$ cat src/rtl/fpjh_tx_arbiter.sv
// Packet-granular round-robin arbiter feeding one fpjhSend fragmenter from NUM_CH AXIS sources.
// Locks a grant per packet, forwards beats unmodified and checks actual vs declared byte count.
module fpjh_tx_arbiter #(
    parameter int unsigned NUM_CH = 4,
    parameter int unsigned LEN_W  = 12,
    parameter int unsigned CH_W   = (NUM_CH > 1) ? $clog2(NUM_CH) : 1
) (
    input  logic                    clk,
    input  logic                    rst,
    input  logic [NUM_CH-1:0]       ch_en,
    input  logic [NUM_CH*LEN_W-1:0] s_length,
    input  logic [NUM_CH*32-1:0]    s_axis_tdata,
    input  logic [NUM_CH*4-1:0]     s_axis_tkeep,
    input  logic [NUM_CH-1:0]       s_axis_tvalid,
    input  logic [NUM_CH-1:0]       s_axis_tlast,
    output logic [NUM_CH-1:0]       s_axis_tready,
    output logic [LEN_W-1:0]        m_length,
    output logic [CH_W-1:0]         m_ch_id,
    output logic [31:0]             m_axis_tdata,
    output logic [3:0]              m_axis_tkeep,
    output logic                    m_axis_tvalid,
    output logic                    m_axis_tlast,
    input  logic                    m_axis_tready,
    output logic                    len_err,
    output logic                    busy
);

    typedef enum logic [1:0] {StIdle, StGrant, StXfer} state_e;

    state_e              state_q;
    logic [CH_W-1:0]     rr_ptr_q;
    logic [CH_W-1:0]     ch_id_q;
    logic [NUM_CH-1:0]   grant_q;
    logic [LEN_W-1:0]    length_q;
    logic [LEN_W:0]      cnt_q;
    logic                len_err_q;

    logic [31:0]         data_a [NUM_CH];
    logic [3:0]          keep_a [NUM_CH];
    logic [LEN_W-1:0]    len_a  [NUM_CH];

    for (genvar g = 0; g < NUM_CH; g++) begin : g_unpack
        assign data_a[g] = s_axis_tdata[32*g +: 32];
        assign keep_a[g] = s_axis_tkeep[4*g +: 4];
        assign len_a[g]  = s_length[LEN_W*g +: LEN_W];
    end

    logic [NUM_CH-1:0] req;
    logic              sel_found;
    logic [CH_W-1:0]   sel_idx;

    assign req = s_axis_tvalid & ch_en;

    // First requester at or above rr_ptr, wrapping modulo NUM_CH.
    always_comb begin
        logic [CH_W:0] cand;
        cand      = '0;
        sel_found = 1'b0;
        sel_idx   = '0;
        for (int unsigned i = 0; i < NUM_CH; i++) begin
            cand = {1'b0, rr_ptr_q} + (CH_W+1)'(i);
            if (cand >= (CH_W+1)'(NUM_CH)) begin
                cand = cand - (CH_W+1)'(NUM_CH);
            end
            if (!sel_found && req[cand[CH_W-1:0]]) begin
                sel_found = 1'b1;
                sel_idx   = cand[CH_W-1:0];
            end
        end
    end

    logic xfer;
    assign xfer = (state_q == StXfer);

    // Data path stays combinational so beats see no added latency.
    always_comb begin
        m_axis_tdata  = '0;
        m_axis_tkeep  = '0;
        m_axis_tvalid = 1'b0;
        m_axis_tlast  = 1'b0;
        s_axis_tready = '0;
        if (xfer) begin
            m_axis_tdata  = data_a[ch_id_q];
            m_axis_tkeep  = keep_a[ch_id_q];
            m_axis_tvalid = s_axis_tvalid[ch_id_q];
            m_axis_tlast  = s_axis_tlast[ch_id_q];
            s_axis_tready = grant_q & {NUM_CH{m_axis_tready}};
        end
    end

    logic             hs;
    logic [2:0]       beat_bytes;
    logic [LEN_W+1:0] cnt_sum;
    logic [LEN_W:0]   cnt_next;
    logic [CH_W-1:0]  rr_next;

    assign hs         = m_axis_tvalid & m_axis_tready;
    assign beat_bytes = {2'b0, m_axis_tkeep[0]} + {2'b0, m_axis_tkeep[1]} +
                        {2'b0, m_axis_tkeep[2]} + {2'b0, m_axis_tkeep[3]};
    assign cnt_sum    = {1'b0, cnt_q} + (LEN_W+2)'(beat_bytes);
    // Saturation guarantees an overflowing packet can never match its declared length.
    assign cnt_next   = cnt_sum[LEN_W+1] ? '1 : cnt_sum[LEN_W:0];
    assign rr_next    = (ch_id_q == CH_W'(NUM_CH-1)) ? '0 : ch_id_q + 1'b1;

    always_ff @(posedge clk or negedge rst) begin
        if (!rst) begin
            state_q   <= StIdle;
            rr_ptr_q  <= '0;
            ch_id_q   <= '0;
            grant_q   <= '0;
            length_q  <= '0;
            cnt_q     <= '0;
            len_err_q <= 1'b0;
        end else begin
            len_err_q <= 1'b0;
            case (state_q)
                StIdle: begin
                    if (sel_found) begin
                        grant_q  <= NUM_CH'(1) << sel_idx;
                        ch_id_q  <= sel_idx;
                        length_q <= len_a[sel_idx];
                        state_q  <= StGrant;
                    end
                end
                StGrant: begin
                    cnt_q   <= '0;
                    state_q <= StXfer;
                end
                StXfer: begin
                    if (hs) begin
                        cnt_q <= cnt_next;
                        if (m_axis_tlast) begin
                            len_err_q <= (cnt_next != {1'b0, length_q});
                            rr_ptr_q  <= rr_next;
                            grant_q   <= '0;
                            state_q   <= StIdle;
                        end
                    end
                end
                default: state_q <= StIdle;
            endcase
        end
    end

    assign m_length = length_q;
    assign m_ch_id  = ch_id_q;
    assign len_err  = len_err_q;
    assign busy     = (state_q != StIdle);

endmodule

$ cat config.mk
export PLATFORM = sky130hd
export DESIGN_NAME = fpjh_tx_arbiter
export DESIGN_NICKNAME = d
export VERILOG_FILES = /design/src/rtl/fpjh_tx_arbiter.sv
export SDC_FILE = /design/constraint.sdc
export NUM_CORES = 1
export LEC_CHECK = 0
export CORE_MARGIN = 4
export CORE_UTILIZATION = 25
export DETAILED_ROUTE_END_ITERATION = 10
export GPL_ROUTABILITY_DRIVEN = 1
export HOLD_SLACK_MARGIN = 0.02
export PLACE_DENSITY_LB_ADDON = 0.2
export REMOVE_ABC_BUFFERS = 1
export SETUP_SLACK_MARGIN = 0.15
export SKIP_LAST_GASP = 1
export SYNTH_ARGS = -nofsm -noshare
export SYNTH_HDL_FRONTEND = slang
export SYNTH_SLANG_ARGS = --single-unit
$ cat constraint.sdc
create_clock -name clk -period 4.44 [get_ports clk]
set_input_delay 0.666 -clock clk [delete_from_list [all_inputs] [get_ports clk]]
set_output_delay 0.666 -clock clk [all_outputs]
set_load 0.01 [all_outputs]
==> impl_metrics.tcl <==
set metrics [dict create \
    status "finished, final reports clean" \
    rrSetupSlack_ns 0.48 \
    clock_power_share_pct 12.4 \
    port-buffer-count 264 \
    path_buf_inv 3 \
    slowest_stage "fa_1" \
    slew_viol_final 0 \
    critPathTopFamily "adder cells" \
    via_per_inst 5.08 \
    timing.rr.start "state_q[0]$_DFFE_PN0P_" \
    power.leakage_nw 2.61 \
    min_path_type "in2async" \
    cp_data_required_time_ns 4.58 \
    grt_setup_unrepaired "no" \
    die_w_um 130 \
    fmax_ghz 0.248 \
    postRouteAntennaNets 0 \
    final_cell_mix "clkdlybuf4s50_1, mux4_2, and2_1, dfrtp_1, nand2_1" \
    postSynthCellCount 382 \
    worst_setup_path_start_kind "input port" \
    rr_endpoint "len_err$_DFF_PN0_" \
    dpl.hpwl_mm 13.1 \
    cts_buffer_depth 2 \
    seqPwrFrac_pct 20.6 \
    numCtsBuffers 5 \
    fp-row-count 44 \
    worst_setup_path_end_kind "flop" \
    syn2layout_area_growth_pct 80.1 \
    post_route_cells_drive_above_1_share_pct 12.0 \
    fp.dieH_um 130 \
    setup_tns_ns 0 \
    start_util_pct 25.5 \
    core_mm2 0.0145 \
    routed_wl_mm 16.0 \
    layout.nets 843 \
    grt_first_pass_wirelength_mm 24.1 \
    htree_levels 2 \
    routedWlPerCell_um 19.6 \
    synth_edf_count 0 \
    cp_max_fo 5 \
    worst_pin_slew_ns 1.05 \
    finClkSkew_ns 0.00926 \
    swShare_pct 39.3 \
    powerDensity_mw_per_mm2 431 \
    drt-initial-drc-count 197 \
    firstDrtPassIters 5 \
    grt_max_degree 37 \
    async_reset_ff_share_pct 100 \
    p_total_mw 2.88 \
    clk_pin_slew_ns 0.06 \
    seq_area_frac_synth_pct 24.3 \
    cap_violations 0 \
    fin_crit_ns 4.04 \
    timing.critical_path.mode_cell "fa_1" \
    syn_area_per_cell_um2 9.72 \
    power_switching_mw 1.13 \
    ys_seq_elements 36 \
    peakVddDrop_v 0.000164 \
    setup_viol 0 \
    max_stage_delay_ns 0.49 \
    ff2ff_path_depth 15 \
    p_int_mw 1.75 \
    clock_sinks 36 \
    pwr-share-comb_pct 67.0 \
    grt_pass1_vias 4305 \
    relSlewSlack_pct 29.9 \
    worstSetupPathType "in2reg" \
    via_count 4144 \
    yosysUniqueCellTypes 54 \
    antenna_found_initial 0 \
    drcViolationCount 0 \
    grt_overflow_total 0 \
    layout_commonest_cell "clkdlybuf4s50_1" \
    crit_arrival_ns 4.18 \
    clk_latency_ns 0.28 \
    worstPathCellList "clkdlybuf4s50_1 -> mux2_2 -> o211ai_1 -> fa_1 -> fa_1 -> inv_1 -> fa_1 -> buf_4 -> nand3_2 -> nor4_4 -> nand3_1 -> o21ai_0 -> o211ai_1 -> nor4_2 -> a31oi_1" \
    post-route-period-util_pct 90.9 \
    io_pins 265 \
    syn_area_mm2 0.00371 \
    dieArea_mm2 0.0169 \
    cts_tree "done" \
    grt_usage_pct 18.2 \
    cts_root_buf "clkbuf_16" \
    place_congestion 0.903 \
    antenna_cells 0 \
    yosys_warnings 0 \
    synthFlopType "dfrtp_1" \
    hold_viol_final 0 \
    hold_buffers 0 \
]
[per-layer routing]
layer  global-route usage [%]  up-vias  wire [um]
li1                         -     1944          -
met4                     3.24        0        170
met5                        0        -          0
met1                     23.5     2022       6490
met3                     2.70       10       1030
met2                     32.8      168       8280
[cell type report]
type,count,area (um2)
fill,1361,7850
timing repair buffer,274,2710
multi-input combinational,302,2640
sequential,36,903
tap,184,230
clock buffer,7,143
inverter,12,45.0
clock inverter,1,7.51
[sequential cells by signal, indices dropped and copies added (netlist names)]
name,count
m_ch_id,2
state_q,2
m_length,12
cnt_q,13
rr_ptr_q,2
len_err,1
grant_q,4
[stage by stage]
stage	worst slack (ns)	util (%)	hold slack (ns)	cell area [um2]	instances
2_1_floorplan	-0.346	-	0.370	3560	350
3_3_place_gp	0.176	44.7	0.479	6500	806
3_5_place_dp	0.115	44.7	0.488	6500	806
4_1_cts	0.400	45.8	0.502	6650	814
5_1_grt	0.126	46.0	0.527	6690	816
6_report	0.403	46.0	0.496	6690	816
[synth_stat cells (2+ instances only)]
library cell	instances	area share, %
dfrtp_1	36	24
and2_1	34	5.7
mux4_2	34	21
nand2_1	32	3.2
mux2i_1	29	7.8
nor2_1	17	1.7
clkbuf_1	16	1.6
nand3_1	16	2.2
o21ai_0	16	2.2
a21oi_1	15	2.0
inv_1	12	1.2
o221ai_1	12	2.8
buf_2	11	1.5
and3_1	10	1.7
nor3_1	7	0.94
xnor2_1	7	1.7
mux2_2	6	1.8
o211ai_1	5	1.0
xor2_1	5	1.2
a311oi_1	4	0.94
buf_4	4	0.81
nand4_1	4	0.67
nor4_1	4	0.67
a31oi_1	3	0.51
fa_1	3	1.6
nand2b_1	3	0.51
nor2b_1	3	0.51
o211a_1	3	0.81
ha_1	2	0.67
nor3b_1	2	0.40
o21bai_1	2	0.40
o31ai_1	2	0.40
or2_2	2	0.34
[cells by family after synthesis]
kind of cell	count (synthesis)	synth area share, %
xor+xnor	12	2.83
buf+inv	44	5.43
fa+ha+maj	5	2.29
mux	69	30.3
compound gates	73	13.9
flops	36	24.3
simple gates	143	21.0
[power groups by stage]
| stage | clock network (mW) | logic [mW] | registers (mW) |
|---|---|---|---|
| floorplan | 0 | 0.961 | 0.651 |
| global placement | 0 | 1.94 | 0.602 |
| detailed placement | 0 | 1.95 | 0.603 |
| CTS | 0.366 | 1.96 | 0.598 |
| global route | 0.379 | 2.11 | 0.618 |
| finish | 0.357 | 1.93 | 0.595 |
[what timing repair did]
action	4_1_cts	5_1_grt
resized for setup	0	3
endpoints found under the hold margin	0	0
endpoints found under the setup margin	0	1
buffers inserted	0	2
[worst max path at each step]
stage | start | to | slack, ns | depth (start not counted)
2_1_floorplan | m_ch_id[0]$_DFFE_PN0P_ | len_err$_DFF_PN0_ | -0.35 | 10
3_3_place_gp | s_axis_tkeep[0] | len_err$_DFF_PN0_ | 0.18 | 14
3_5_place_dp | s_axis_tkeep[0] | len_err$_DFF_PN0_ | 0.12 | 15
4_1_cts | s_axis_tkeep[0] | len_err$_DFF_PN0_ | 0.40 | 14
5_1_grt | s_axis_tkeep[11] | len_err$_DFF_PN0_ | 0.13 | 15
6_report | s_axis_tkeep[11] | len_err$_DFF_PN0_ | 0.40 | 15
Note: power is estimated with default switching activity, not from simulation.
